[config.mk]
export PLATFORM = sky130hd
export DESIGN_NAME = ped_xing_ctrl_param
export DESIGN_NICKNAME = d
export VERILOG_FILES = /design/src/rtl/ped_xing_pkg.sv /design/src/rtl/ped_xing_ctrl_param_timer.sv /design/src/rtl/ped_xing_ctrl_param.sv
export SDC_FILE = /design/constraint.sdc
export NUM_CORES = 1
export LEC_CHECK = 0
export CAP_MARGIN = 20
export CELL_PAD_IN_SITES_DETAIL_PLACEMENT = 0
export CELL_PAD_IN_SITES_GLOBAL_PLACEMENT = 1
export CORE_MARGIN = 8
export CORE_UTILIZATION = 48
export DETAILED_ROUTE_END_ITERATION = 10
export GPL_ROUTABILITY_DRIVEN = 0
export PLACE_DENSITY_LB_ADDON = 0.1
export SLEW_MARGIN = 20
export SYNTH_ARGS = -nofsm -noshare
export SYNTH_HDL_FRONTEND = slang
export SYNTH_HIERARCHICAL = 1
export SYNTH_SLANG_ARGS = --single-unit
[constraint.sdc]
create_clock -name clk -period 4.64 [get_ports clk]
set_input_delay 1.16 -clock clk [delete_from_list [all_inputs] [get_ports clk]]
set_output_delay 1.16 -clock clk [all_outputs]
set_load 0.05 [all_outputs]
[src/rtl/ped_xing_pkg.sv]
// Shared types and constants for the pedestrian-crossing controller.
// Lamp vectors are ordered {red, yellow, green, walk, halt}.
package ped_xing_pkg;

  typedef enum logic [2:0] {
    ST_GREEN  = 3'd0,
    ST_YELLOW = 3'd1,
    ST_WALK   = 3'd2,
    ST_CLEAR  = 3'd3,
    ST_ALLRED = 3'd4,
    ST_NIGHT  = 3'd5
  } state_t;

  typedef struct packed {
    logic red;
    logic yellow;
    logic green;
    logic walk;
    logic halt;
  } lamps_t;

  localparam lamps_t LAMPS_OFF    = 5'b00000;
  localparam lamps_t LAMPS_GREEN  = 5'b00101;
  localparam lamps_t LAMPS_YELLOW = 5'b01001;
  localparam lamps_t LAMPS_WALK   = 5'b10010;
  localparam lamps_t LAMPS_RED    = 5'b10000;  // halt supplied separately
  localparam lamps_t LAMPS_ALLRED = 5'b10001;

  // A duration d is loaded as d-1, so it must fit a CNT_W-bit timer.
  function automatic bit dur_ok(input longint d, input int w);
    return (d >= 1) && (d <= (longint'(1) << w));
  endfunction

endpackage

[src/rtl/ped_xing_ctrl_param_timer.sv]
// Down-counter used for phase durations and the flash divider.
// Loads a value, decrements on request, flags zero.
module ped_phase_timer #(
  parameter int               CNT_W   = 8,
  parameter logic [CNT_W-1:0] RST_VAL = '0
) (
  input  logic             clk,
  input  logic             reset,
  input  logic             load,
  input  logic [CNT_W-1:0] load_val,
  input  logic             dec,
  output logic [CNT_W-1:0] count,
  output logic             done
);

  always_ff @(posedge clk or negedge reset) begin
    if (!reset)             count <= RST_VAL;
    else if (load)          count <= load_val;
    else if (dec && !done)  count <= count - 1'b1;
  end

  assign done = (count == '0);

endmodule

[src/rtl/ped_xing_ctrl_param.sv]
// Pedestrian-crossing light controller: vehicle head plus pedestrian head,
// latched requests, programmable phases, flashing clearance and night mode.
module ped_xing_ctrl_param
  import ped_xing_pkg::*;
#(
  parameter int N_BTN      = 2,
  parameter int CNT_W      = 8,
  parameter int GREEN_MIN  = 8,
  parameter int YELLOW_T   = 2,
  parameter int WALK_T     = 4,
  parameter int CLEAR_T    = 4,
  parameter int ALLRED_T   = 1,
  parameter int FLASH_HALF = 1
) (
  input  logic             clk,
  input  logic             reset,
  input  logic [N_BTN-1:0] x,
  input  logic             night,
  output logic             red,
  output logic             yellow,
  output logic             green,
  output logic             walk,
  output logic             halt,
  output logic             req_pending
);

  if (!dur_ok(GREEN_MIN, CNT_W) || !dur_ok(YELLOW_T, CNT_W) || !dur_ok(WALK_T, CNT_W) ||
      !dur_ok(CLEAR_T, CNT_W)   || !dur_ok(ALLRED_T, CNT_W) || !dur_ok(FLASH_HALF, CNT_W))
  begin : g_bad_duration
    $error("ped_xing_ctrl_param: every duration must be in 1..2**CNT_W");
  end

  localparam logic [CNT_W-1:0] GREEN_LD  = CNT_W'(GREEN_MIN - 1);
  localparam logic [CNT_W-1:0] YELLOW_LD = CNT_W'(YELLOW_T - 1);
  localparam logic [CNT_W-1:0] WALK_LD   = CNT_W'(WALK_T - 1);
  localparam logic [CNT_W-1:0] CLEAR_LD  = CNT_W'(CLEAR_T - 1);
  localparam logic [CNT_W-1:0] ALLRED_LD = CNT_W'(ALLRED_T - 1);
  localparam logic [CNT_W-1:0] FLASH_LD  = CNT_W'(FLASH_HALF - 1);

  state_t           state, state_next;
  logic             latch, latch_next;
  logic             flash, flash_next;
  logic             ph_load, ph_dec, ph_done;
  logic [CNT_W-1:0] ph_val, ph_count;
  logic             fl_load, fl_dec, fl_done;
  logic [CNT_W-1:0] fl_count;
  logic             pressed, flashing;
  lamps_t           lamps;

  ped_phase_timer #(.CNT_W(CNT_W), .RST_VAL(GREEN_LD)) u_phase (
    .clk      (clk),
    .reset    (reset),
    .load     (ph_load),
    .load_val (ph_val),
    .dec      (ph_dec),
    .count    (ph_count),
    .done     (ph_done)
  );

  ped_phase_timer #(.CNT_W(CNT_W), .RST_VAL(FLASH_LD)) u_flash (
    .clk      (clk),
    .reset    (reset),
    .load     (fl_load),
    .load_val (FLASH_LD),
    .dec      (fl_dec),
    .count    (fl_count),
    .done     (fl_done)
  );

  always_ff @(posedge clk or negedge reset) begin
    if (!reset) begin
      state <= ST_GREEN;
      latch <= 1'b0;
      flash <= 1'b1;
    end else begin
      state <= state_next;
      latch <= latch_next;
      flash <= flash_next;
    end
  end

  assign pressed  = |x;
  assign flashing = (state == ST_CLEAR) || (state == ST_NIGHT);

  always_comb begin
    state_next = state;
    case (state)
      ST_GREEN:  if (night)             state_next = ST_NIGHT;
                 else if (ph_done && latch) state_next = ST_YELLOW;
      ST_YELLOW: if (ph_done)           state_next = ST_WALK;
      ST_WALK:   if (ph_done)           state_next = ST_CLEAR;
      ST_CLEAR:  if (ph_done)           state_next = ST_ALLRED;
      ST_ALLRED: if (ph_done)           state_next = ST_GREEN;
      ST_NIGHT:  if (!night)            state_next = ST_ALLRED;
      default:                          state_next = ST_GREEN;
    endcase
  end

  // Phase timer reloads on every state change; it idles at zero once done.
  always_comb begin
    ph_load = (state_next != state);
    ph_val  = '0;
    case (state_next)
      ST_GREEN:  ph_val = GREEN_LD;
      ST_YELLOW: ph_val = YELLOW_LD;
      ST_WALK:   ph_val = WALK_LD;
      ST_CLEAR:  ph_val = CLEAR_LD;
      ST_ALLRED: ph_val = ALLRED_LD;
      default:   ph_val = '0;
    endcase
    ph_dec = !ph_load && (ph_count != '0);
  end

  always_comb begin
    flash_next = flash;
    fl_load    = 1'b0;
    fl_dec     = 1'b0;
    if ((state_next != state) &&
        (state_next == ST_CLEAR || state_next == ST_NIGHT)) begin
      flash_next = 1'b1;
      fl_load    = 1'b1;
    end else if (flashing && state_next == state) begin
      if (fl_done) begin
        flash_next = ~flash;
        fl_load    = 1'b1;
      end else begin
        fl_dec = (fl_count != '0);
      end
    end
  end

  // Clearing on YELLOW->WALK takes priority over a press in the same cycle.
  always_comb begin
    latch_next = latch;
    if (state == ST_NIGHT || state_next == ST_NIGHT)
      latch_next = 1'b0;
    else if (state == ST_YELLOW && state_next == ST_WALK)
      latch_next = 1'b0;
    else if (pressed && state != ST_WALK)
      latch_next = 1'b1;
  end

  always_comb begin
    lamps = LAMPS_OFF;
    case (state)
      ST_GREEN:  lamps = LAMPS_GREEN;
      ST_YELLOW: lamps = LAMPS_YELLOW;
      ST_WALK:   lamps = LAMPS_WALK;
      ST_CLEAR:  begin lamps = LAMPS_RED; lamps.halt = flash; end
      ST_ALLRED: lamps = LAMPS_ALLRED;
      ST_NIGHT:  begin lamps = LAMPS_OFF; lamps.yellow = flash; lamps.halt = 1'b1; end
      default:   lamps = LAMPS_ALLRED;
    endcase
  end

  assign red         = lamps.red;
  assign yellow      = lamps.yellow;
  assign green       = lamps.green;
  assign walk        = lamps.walk;
  assign halt        = lamps.halt;
  assign req_pending = latch;

endmodule

# After elaboration in Yosys (flattened, before gate mapping)
# Cells that the tools add are included.
dict set report op_classes {
  n_shift 0
  mux 26
  bitwise 1
  n_div 0
  n_reduce_logical 28
  n_addsub 2
  order_cmp 0
  n_eq_ne 12
  mul 0
}
# cell count
set op_table {}
lappend op_table {{$mux W8} 4}
lappend op_table {{$pmux W5 S5} 1}
lappend op_table {{$mux W3} 7}
lappend op_table {{$pmux W3 S6} 1}
lappend op_table {{$logic_not A8 Y1} 2}
lappend op_table {{$reduce_bool A8 Y1} 2}
lappend op_table {{$sub A8 B1 Y8 const B} 2}
lappend op_table {{$eq A3 B2 Y1 const B} 4}
lappend op_table {{$mux W1} 12}
lappend op_table {{$eq A3 B3 Y1 const B} 3}
lappend op_table {{$pmux W3 S3} 1}
lappend op_table {{$logic_and A1 B1 Y1} 8}
lappend op_table {{$reduce_bool A2 Y1} 4}
lappend op_table {{$eq A3 B1 Y1 const B} 2}
lappend op_table {{$logic_not A3 Y1} 2}
lappend op_table {{$reduce_or A2 Y1} 2}
lappend op_table {{$eq A3 B3 Y1} 1}
lappend op_table {{$logic_not A1 Y1} 3}
lappend op_table {{$logic_or A1 B1 Y1} 3}
lappend op_table {{$ne A3 B2 Y1 const B} 1}
lappend op_table {{$ne A3 B3 Y1} 1}
lappend op_table {{$reduce_bool A3 Y1} 1}
lappend op_table {{$reduce_and A2 Y1} 1}
lappend op_table {{$not A1 Y1} 1}
dict set report totals {
  memories 0
  rom_bits 0
  wordCells 74
  ff_bits 21
  ram_bits 0
  latch_bits 0
}

# Longest topological paths before layout
# Gate-level depths: netlist of run 1.
dict set report depth {
  word_depth 12
  depth_mapped 13
  depth_no_buf 11
}

# Modules after synthesis
# The synthesis of run 1 kept the hierarchy.
# mod cells_per_inst area_per_inst_um2 instances
set by_module_without_submodules {}
lappend by_module_without_submodules {{ped_phase_timer (u_phase)} 58 531.8 1}
lappend by_module_without_submodules {{ped_phase_timer (u_flash)} 58 528.0 1}
lappend by_module_without_submodules {ped_xing_ctrl_param 69 511.7 1}

# Worst setup path before layout of run 1
# Ideal clock, no wire load.
dict set report synth_path {
  path_type {input to register}
  from {input night}
  to {register u_phase.count[7]}
  path_slack_ps 1478
  arrival_time_ps 3036
  t_required_ps 4514
  stages 7
  path_cell_list {or4_4 > a21oi_2 > nor3_1 > a21oi_2 > or3b_1 > o311a_1 > a221o_1}
}
dict set report synth_via {
  elab_chain_len 7
}
# element line
set synth_lines {}
lappend synth_lines {{start, declared} ped_xing_ctrl_param.sv:18} ;# input logic night,
lappend synth_lines {{$mux W3 (on tied branches)} {ped_xing_ctrl_param.sv:94, ped_xing_ctrl_param.sv:88}}
lappend synth_lines {{$pmux W3 S6 *} ped_xing_ctrl_param.sv:87} ;# case (state)
lappend synth_lines {{$ne A3 B3 Y1 *} ped_xing_ctrl_param.sv:101} ;# ph_load = (state_next != state);
lappend synth_lines {{via ph_load} ped_xing_ctrl_param.sv:43} ;# logic ph_load, ph_dec, ph_done;
lappend synth_lines {{$logic_not A1 Y1 *} ped_xing_ctrl_param.sv:111} ;# ph_dec = !ph_load && (ph_count != '0);
lappend synth_lines {{$logic_and A1 B1 Y1 *} ped_xing_ctrl_param.sv:111}
lappend synth_lines {{via ph_dec} ped_xing_ctrl_param.sv:43}
lappend synth_lines {{$logic_and A1 B1 Y1 *} ped_xing_ctrl_param_timer.sv:19} ;# else if (dec && !done) count <= count - 1'b1;
lappend synth_lines {{$reduce_bool A2 Y1 (no line) *} --}
lappend synth_lines {{end signal, assigned} ped_xing_ctrl_param_timer.sv:18} ;# else if (load) count <= load_val;
lappend synth_lines {{end signal, assigned} ped_xing_ctrl_param_timer.sv:19}
lappend synth_lines {{end, declared} ped_xing_ctrl_param_timer.sv:12} ;# output logic [CNT_W-1:0] count,
# Mark *: on every way through the listed nets, which the timed path passes. The rest lies on a longest branch.
# A chain may end at the register's enable or synchronous reset.

# Worst setup path after layout of run 1
dict set report layout_path {
  from {register u_phase.count[0]}
  to {register u_flash.count[7]}
}
# element line
set layout_rtl {}
lappend layout_rtl {{$logic_not A8 Y1 *} ped_xing_ctrl_param_timer.sv:22} ;# assign done = (count == '0);
lappend layout_rtl {{via ph_done} ped_xing_ctrl_param.sv:43}
lappend layout_rtl {{$logic_and A1 B1 Y1} ped_xing_ctrl_param.sv:89} ;# else if (ph_done && latch) state_next = ST_YELLOW;
lappend layout_rtl {{$mux W3} ped_xing_ctrl_param.sv:89}
lappend layout_rtl {{$mux W3} ped_xing_ctrl_param.sv:88} ;# ST_GREEN: if (night) state_next = ST_NIGHT;
lappend layout_rtl {{$pmux W3 S6 *} ped_xing_ctrl_param.sv:87}
lappend layout_rtl {{$eq A3 B3 Y1 (tied with other cells)} ped_xing_ctrl_param.sv:122} ;# end else if (flashing && state_next == state) begin
lappend layout_rtl {{$logic_and A1 B1 Y1 / $logic_or A1 B1 Y1 (equally long branches)} {ped_xing_ctrl_param.sv:122, ped_xing_ctrl_param.sv:119}}
lappend layout_rtl {{$mux W1 / $logic_and A1 B1 Y1 (equally long branches)} {ped_xing_ctrl_param.sv:122, ped_xing_ctrl_param.sv:118}}
lappend layout_rtl {{$mux W1 *} ped_xing_ctrl_param.sv:118} ;# if ((state_next != state) &&
lappend layout_rtl {{via fl_load} ped_xing_ctrl_param.sv:45} ;# logic fl_load, fl_dec, fl_done;
lappend layout_rtl {{$mux W8 / $reduce_bool A2 Y1 (equally long branches)} --}
lappend layout_rtl {{end signal, assigned} ped_xing_ctrl_param_timer.sv:18}
lappend layout_rtl {{end signal, assigned} ped_xing_ctrl_param_timer.sv:19}
lappend layout_rtl {{end, declared} ped_xing_ctrl_param_timer.sv:12}
# Marks and branches as above.

==> summary.txt, run 1 <==
Run status
  – Status: completed

Synthesis
  – Post-Synthesis Cell Area: 1570 µm²
  – Seq/Total Area, Yosys: 33.8%
  – Most used DFF post-synth: dfrtp_1
  – Ys Warns: 6
  – Synth unique cells: 50
  – Post-synth top cells: nor2_1 (18), dfrtp_1 (17), nor3_1 (10)
  – Largest area contributor in the netlist: dfrtp_1
  – Top cells by area, synth: dfrtp_1 (27%), dfstp_2 (6.7%), nor2_1 (4.3%), nor3b_1 (3.3%), ha_1 (3.2%)
  – Post-synthesis average cell area: 8.49 µm²
  – Synth top area share: 27.1%
  – EDFF count, synth: 0
  – Synth Instances: 185
  – Top-count cell post-synth: nor2_1
  – Post-synth ARST share: 100%
  – Number of synthesized register bits: 21

Timing
  – Final Worst Setup Slack: 1.11 ns
  – Final setup TNS: 0 ns
  – Slew Limit Fails: 0
  – Fmax: 284 MHz
  – Unrepaired setup endpoints after global routing: no
  – Final Hold Vio Count: 0
  – Period utilization: 76.0%
  – Final Skew: 0.00602 ns
  – Tightest Pin Transition: 0.965 ns
  – Max_slew headroom: 35.4%
  – Fin crit period: 3.53 ns
  – Setup violators final: 0

Detailed routing
  – Routed wire per std cell: 15.0 µm
  – DRT antenna net count: 0
  – Drt via density: 5.95
  – Initial DRC count: 90
  – First-pass DRT Iterations: 4
  – Final wirelength: 3.71 mm
  – Vias: 1475
  – DRC viols: 0

Placement
  – HPWL after DPL: 2.64 mm
  – Pre-CTS setup slack: 0.864 ns
  – I/O Buffers: 10

Power
  – Peak VDD IR: 0.306 mV
  – Power, Total: 1.10 mW
  – Leakage power: 0.693 nW
  – Cell area power density: 622 nW/µm²

Finish
  – Layout Nets: 214
  – Share of layout cells above drive strength 1: 9.80%
  – ANT cells: 0
  – Layout area overhead: 12.3%

Die
  – Site row count: 20
  – Starting Density: 51.1%
  – Die Height: 73.2 µm
  – Die Width: 73.2 µm
  – Boundary pin count: 11
  – CORE AREA: 3080 µm²
  – Die Area: 5360 µm²

CTS
  – Number of CTS-inserted buffers: 3
  – Clk root buf: clkbuf_4
  – CTS resizes: 0
  – Cts-stage hold buffer count: 0
  – H-tree levels: 1
  – Sink Count: 21
  – Clock latency on the worst-skew pair: 0.31 ns
  – Post-CTS Setup Repair Bufs: 0
  – Clock-pin slew on the worst setup and hold paths: 0.13 ns
  – CTS max path bufs: 2
  – CTS tree: built

Worst setup path
  – Crit path required time: 4.84 ns
  – Reg-to-reg critical path startpoint: u_phase/count[0]
  – Worst reg-to-reg path cell count: 11
  – Max FO, Critical Path: 14
  – CP startpoint kind: flop
  – FF-to-FF End: u_flash/count[7]
  – Critical Path End Type: flop
  – WS Path Type: reg2reg
  – Worst Path Arrival: 3.73 ns
  – Worst R2R Setup Slack: 1.11 ns

Global routing
  – Grt ovf: 0
  – Total track usage: 14.3%
  – Largest net degree at the start of global routing: 22
  – Number of global-route vias before repair: 1385
  – Initial antenna violation count: 0
  – First-pass GRT wire length: 6.24 mm

Hold path
  – Source of the worst hold timing path: u_phase/count[1]
  – Hold Path End: u_phase/count[1]
  – HP Class: reg2reg
  – Hold Path Cell Cnt: 2

Run
  – Max cap viols: 0
==> per-stage QoR <==
| step | hold WS (ns) | util [%] | std cells | instance area [µm²] |
|---|---|---|---|---|
| 2_1_floorplan | 0.494 | - | 197 | 1620 |
| 4_1_cts | 0.559 | 57.4 | 248 | 1770 |
| 3_5_place_dp | 0.540 | 56.5 | 244 | 1740 |
| 3_3_place_gp | 0.533 | 56.5 | 244 | 1740 |
| 5_1_grt | 0.583 | 57.4 | 248 | 1770 |
| 6_report | 0.550 | 57.4 | 248 | 1770 |
==> cell type report <==
class                   count  area (µm²)
well taps                  44        55.1
repair buffers             12         115
clock inverters             1        5.00
inverters                  11        41.3
clock buffers               3        22.5
multi-input cells         156         996
flip-flops and latches     21         531
fillers                   297        1310
==> worst max-delay path, stage by stage, from the launching register on <==
cell	delay [ns]
dfstp_2	0.41
inv_1	0.10
ha_1	0.23
or3b_2	0.49
nor2_1	0.54
inv_1	0.13
nor2_1	0.12
o21ai_0	0.12
nand2_1	0.39
clkinv_1	0.41
o311a_1	0.24
a221o_1	0.25
==> cells by family after synthesis <==
kind of cell	share of synthesized area [%]
adder cells (fa/ha/maj)	3.82
other	0.239
buffers and inverters	5.73
AND/OR/NAND/NOR	29.0
AO/OA/AOI/OAI	25.6
multiplexers	0.717
flip-flops	33.8
XOR/XNOR	1.11
==> state kept, by name, summed over array words and instances (netlist names) <==
register,cells
flash,1
state,3
u_flash/count,8
u_phase/count,8
req_pending,1
==> layout by cell type, fill, tap and decap left out, drive strengths merged, types with 4 or more instances in the layout <==
cell type and count:
nor2 18, dfrtp 17, conb 13, o21ai 12, a21oi 11, nor3 10
clkdlybuf4s50 10, inv 9, nand2 8, nor3b 7, or4 7, nor4 6
a31oi 5, nand3 5, dfstp 4, nand4 4, a221o 4, ha 4
or3b 4, a211o 4
==> power breakdown <==
part	internal [mW]	leakage (nW)	total [mW]	switching, mW
combinational	0.254	0.431	0.588	0.335
clock	0.0321	0.0177	0.0916	0.0594
sequential	0.282	0.245	0.419	0.137
==> worst max path at each step <==
stage,startpoint,end,slack (ns),cells past startpoint
floorplan,night,u_phase/count[7],1.48,7
global placement,night,u_phase/count[7],0.96,8
detailed placement,night,u_phase/count[7],0.86,8
CTS,u_phase/count[0],u_phase/count[7],1.17,11
global route,u_phase/count[0],u_flash/count[7],0.82,11
finish,u_phase/count[0],u_flash/count[7],1.11,11
==> layer usage <==
layer / GRT usage (%) / routed length (µm)
met5: 0 / 0
met4: 4.00 / 15
met3: 2.61 / 152
met2: 23.2 / 1750
met1: 18.6 / 1790
(Power assumes the default switching activity.)
==> inputs of run 2 (changes only) <==
Settings changed: CORE_UTILIZATION 48 to 44.
Clock period 4.64 ns to 3.3 ns, I/O delays scaled along.
==> run 2 against run 1 <==
  * Sequential share of layout area decreased by 1.1 points
  * Fmax increased by 12%
  * Worst hold slack improved by 0.018 ns
  * Routed wire length increased by 2.3%
  * Critical path type unchanged
  * Largest power group unchanged
==> summary.txt, run 2 (synthesized netlist as in run 1, its figures left out) <==
CTS
  – Sink Count: 21
  – Cts-stage hold buffer count: 0
  – Clk root buf: clkbuf_4
  – Number of CTS-inserted buffers: 3
  – Post-CTS Setup Repair Bufs: 0
  – CTS max path bufs: 2
  – Clock-pin slew on the worst setup and hold paths: 0.14 ns
  – CTS tree: built
  – Clock latency on the worst-skew pair: 0.32 ns
  – CTS resizes: 0
  – H-tree levels: 1

Finish
  – Top Registers: u_flash/count: 8 flops, u_phase/count: 8 flops, state: 3 flops
  – Layout Utilization: 54.1%
  – Most common cell after layout, fill and taps aside: nor2_1
  – Most frequent cells in the layout: nor2_1 (18), dfrtp_1 (17), conb_1 (13)
  – Layout Nets: 222
  – Share of layout cells above drive strength 1: 13.7%
  – Layout area overhead: 16.7%
  – Fillers: 319
  – ANT cells: 0
  – Fin area: 1830 µm²

Die
  – Die Area: 5740 µm²
  – Die Height: 75.8 µm
  – CORE AREA: 3390 µm²
  – Boundary pin count: 11
  – Die Width: 75.8 µm
  – Starting Density: 46.4%
  – Site row count: 21

Worst setup path
  – CP Launch Point: u_phase/count[0]
  – Worst Path Arrival: 3.40 ns
  – Critical Path End Type: flop
  – CP startpoint kind: flop
  – Max FO, Critical Path: 12
  – Reg-to-reg critical path startpoint: u_phase/count[0]
  – Crit path required time: 3.54 ns
  – WS Path Type: reg2reg

Timing
  – Tightest Pin Transition: 0.810 ns
  – Final Skew: 0.0114 ns
  – Period utilization: 95.7%
  – Setup violators final: 0
  – Final Hold Vio Count: 0
  – Fin crit period: 3.16 ns
  – Final setup TNS: 0 ns
  – Hold slack: 0.568 ns
  – Fmax: 317 MHz
  – Max_slew headroom: 45.5%
  – Unrepaired setup endpoints after global routing: no
  – Slew Limit Fails: 0

Global routing
  – Grt ovf: 0
  – Initial antenna violation count: 0
  – Largest net degree at the start of global routing: 22
  – Number of global-route vias before repair: 1413
  – Total track usage: 14.5%
  – First-pass GRT wire length: 6.45 mm

Placement
  – HPWL after DPL: 2.83 mm
  – I/O Buffers: 10
  – DP Area: 1800 µm²

Detailed routing
  – Vias: 1504
  – Initial DRC count: 90
  – Drt via density: 5.83
  – DRT antenna net count: 0
  – Routed wire per std cell: 14.7 µm
  – Final wirelength: 3.80 mm
  – First-pass DRT Iterations: 4
  – DRC viols: 0

Power
  – Cell area power density: 873 nW/µm²
  – Peak VDD IR: 0.349 mV
  – Leakage power: 0.727 nW

Run status
  – Status: completed

Hold path
  – HP Class: reg2reg
  – Source of the worst hold timing path: u_phase/count[0]

Run
  – Max cap viols: 0
==> run 2: cell types whose count changed in the layout (fill, tap and decap cells not counted) <==
cell / before / now
a2111oi_1: 0 / 1
a2111oi_0: 1 / 0
clkinv_2: 1 / 0
buf_4: 2 / 10
or3b_1: 2 / 1
or3b_4: 0 / 1
clkinvlp_4: 0 / 1
==> run 2: path summary, 6_finish.rpt <==
path	endpoint	slack, ns	cells after the start
max	u_flash/count[3]	0.14	11
max reg2reg	u_flash/count[3]	0.14	11
min reg2reg	u_phase/count[0]	0.57	2
min	u_phase/count[0]	0.57	2
min in group asynchronous	u_flash/count[7]	0.84	2
max in group asynchronous	u_phase/count[2]	2.19	2
==> run 2: worst max-delay path: stages, from the launching register on <==
cell and delay, ns:
dfstp_2 0.60, inv_1 0.09, ha_1 0.24, or3b_2 0.23
nor2_1 0.05, buf_4 0.18, and4bb_2 0.31, nor2_1 0.04
a211oi_1 0.25, or3b_1 0.49, or4_1 0.43, o221ai_1 0.18
==> run 2: report_power, final <==
group,internal (mW),switching (mW)
Sequential,0.397,0.177
Combinational,0.395,0.499
Clock,0.0462,0.0883
==> run 2: area by class of cell <==
class	count	area [µm²]	share of cell area, %
timing repair buffer	20	175	9.55
inverter	11	41.3	2.25
multi-input combinational	156	1000	54.5
clock inverter	1	7.51	0.409
clock buffer	3	22.5	1.23
tap	46	57.6	3.14
sequential	21	531	28.9
==> run 2: stage by stage <==
stage / std cells / power [mW] / worst slack (ns)
5_1_grt: 258 / 1.75 / 0.00436
6_report: 258 / 1.60 / 0.142
2_1_floorplan: 197 / 1.20 / 0.252
4_1_cts: 258 / 1.60 / 0.104
3_5_place_dp: 254 / 1.46 / 0.0457
3_3_place_gp: 254 / 1.43 / 0.103
==> run 2: per-layer routing <==
layer,vias to the layer above,global-route usage [%],share of wire [%]
li1,754,-,-
met1,718,17.1,45
met2,26,25.5,50
met3,6,3.03,3.4
met4,0,4.48,1.6
met5,-,0,0
==> inputs of run 3 (changes only) <==
Settings changed: GPL_TIMING_DRIVEN set to 0, MAX_ROUTING_LAYER set to met4.
Clock period 3.3 ns to 3.5 ns, I/O delays scaled along.
==> run 3 against run 2 <==
  * Register-to-register slack improved by 0.05 ns
  * Critical path depth unchanged
  * Cell area shrank 0.75%
  * Critical endpoint is now u_phase/count[7]
  * Highest routed layer unchanged
==> summary.txt, run 3 (synthesized netlist as in run 1, its figures left out) <==
Run status
  – Status: completed

Detailed routing
  – Vias: 1534
  – DRC viols: 0
  – First-pass DRT Iterations: 4
  – Routed wire per std cell: 15.3 µm
  – Final wirelength: 3.94 mm
  – DRT antenna net count: 0
  – Drt via density: 5.95
  – Initial DRC count: 210

Worst setup path
  – Worst R2R Setup Slack: 0.19 ns
  – Max stage delay cell, worst path: or3b_2
  – WS Path Type: reg2reg
  – Worst reg-to-reg path cell count: 11
  – Worst Path Arrival: 3.51 ns
  – Critical Path End Type: flop
  – WP buf/inv: 3
  – Max FO, Critical Path: 10
  – Crit path largest cell delay: 0.49 ns
  – Reg-to-reg critical path startpoint: u_phase/count[0]
  – Worst path top cell family by delay: simple AND/OR/NAND/NOR gates
  – Crit path required time: 3.70 ns
  – CP startpoint kind: flop
  – Cell mode on critical path: nor2_1
  – FF-to-FF End: u_phase/count[7]
  – CP cell instances: inv_1 > ha_1 > or3b_2 > nor2_1 > buf_2 > nor2_1 > a21o_1 > nor3_2 > clkinv_1 > o311a_1 > a221o_1

Power
  – Leakage power: 0.722 nW
  – Power, Total: 1.51 mW
  – Peak VDD IR: 0.341 mV
  – Cell area power density: 827 nW/µm²

Die
  – Boundary pin count: 11
  – CORE AREA: 3390 µm²
  – Die Width: 75.8 µm
  – Site row count: 21
  – Starting Density: 46.4%
  – Die Height: 75.8 µm
  – Die Area: 5740 µm²

Timing
  – Final Skew: 0.00106 ns
  – Fin crit period: 3.31 ns
  – Final Worst Setup Slack: 0.192 ns
  – Unrepaired setup endpoints after global routing: no
  – Period utilization: 94.5%
  – Setup violators final: 0
  – Max_slew headroom: 32.0%
  – Fmax: 302 MHz
  – Slew Limit Fails: 0
  – Final setup TNS: 0 ns
  – Tightest Pin Transition: 1.02 ns
  – Final Hold Vio Count: 0

CTS
  – Number of CTS-inserted buffers: 3
  – H-tree levels: 1
  – Cts-stage hold buffer count: 0
  – Sink Count: 21
  – CTS max path bufs: 2
  – Clock-pin slew on the worst setup and hold paths: 0.12 ns
  – CTS tree: built
  – Clk root buf: clkbuf_4
  – Clock latency on the worst-skew pair: 0.30 ns

Global routing
  – Initial antenna violation count: 0
  – Grt ovf: 0
  – First-pass GRT wire length: 6.82 mm
  – Largest net degree at the start of global routing: 22
  – Number of global-route vias before repair: 1512
  – Total track usage: 15.4%

Hold path
  – Hold Path End: u_phase/count[1]
  – Hold Path Cell Cnt: 2
  – Source of the worst hold timing path: u_phase/count[1]
  – HP Class: reg2reg

Finish
  – ANT cells: 0
  – Layout Nets: 222
  – Fillers: 307
  – Top Registers: u_flash/count: 8 flops, u_phase/count: 8 flops, state: 3 flops
  – Layout area overhead: 15.8%
  – Most frequent cells in the layout: nor2_1 (18), dfrtp_1 (17), conb_1 (13)
  – Most common cell after layout, fill and taps aside: nor2_1
  – Share of layout cells above drive strength 1: 13.2%

Placement
  – I/O Buffers: 10
  – Pre-CTS setup slack: -0.108 ns
  – HPWL after DPL: 2.82 mm

Run
  – Max cap viols: 0
[run 3: worst max path at each step]
stage,to,startpoint,depth (start not counted)
3_5_place_dp,u_phase/count[3],night,8
2_1_floorplan,u_phase/count[7],u_phase/count[0],11
6_report,u_phase/count[7],u_phase/count[0],11
3_3_place_gp,u_phase/count[7],night,8
5_1_grt,u_flash/count[7],u_phase/count[0],10
4_1_cts,u_phase/count[3],u_phase/count[0],11
[run 3: layout make-up]
class                           instances  area, µm²  share of cell area, %
Buffer                                  9       48.8                   2.68
Timing Repair Buffer                   11        108                   5.91
Inverter                               11       41.3                   2.27
Clock inverter                          1       5.00                  0.275
Tap cell                               46       57.6                   3.16
Clock buffer                            3       22.5                   1.24
Multi-Input combinational cell        156       1010                   55.3
Sequential cell                        21        531                   29.1
[run 3: timing repair]
action	CTS	global route
buffers inserted	0	1
endpoints found under the setup margin	2	3
resized for setup	2	1
cloned	0	0
[run 3: report_power, final]
part	internal, mW	switching [mW]	leakage (nW)
clock network	0.0426	0.0775	0.0177
logic	0.361	0.495	0.459
registers	0.375	0.154	0.245
[run 3: per-layer routing]
layer | vias to the layer above | GRT usage, % | routed length, µm
met4 | 0 | 5.76 | 45
met1 | 749 | 18.2 | 1760
met3 | 6 | 1.84 | 86
met2 | 21 | 26.0 | 2050
li1 | 758 | - | -
met5 | - | - | 0
[run 3: worst min-delay path: stages, from the launching register on]
cell and delay [ns]:
dfstp_2 0.41, nand4_1 0.08, nand3_1 0.07
[run 3: through the flow]
step,instances,util (%),hold WS [ns],cell area [µm²]
after floorplan,197,-,0.494,1620
after CTS,257,53.3,0.552,1810
final,258,53.7,0.556,1820
after detailed placement,253,52.3,0.533,1770
after global routing,258,53.7,0.608,1820
after global placement,253,52.3,0.529,1770
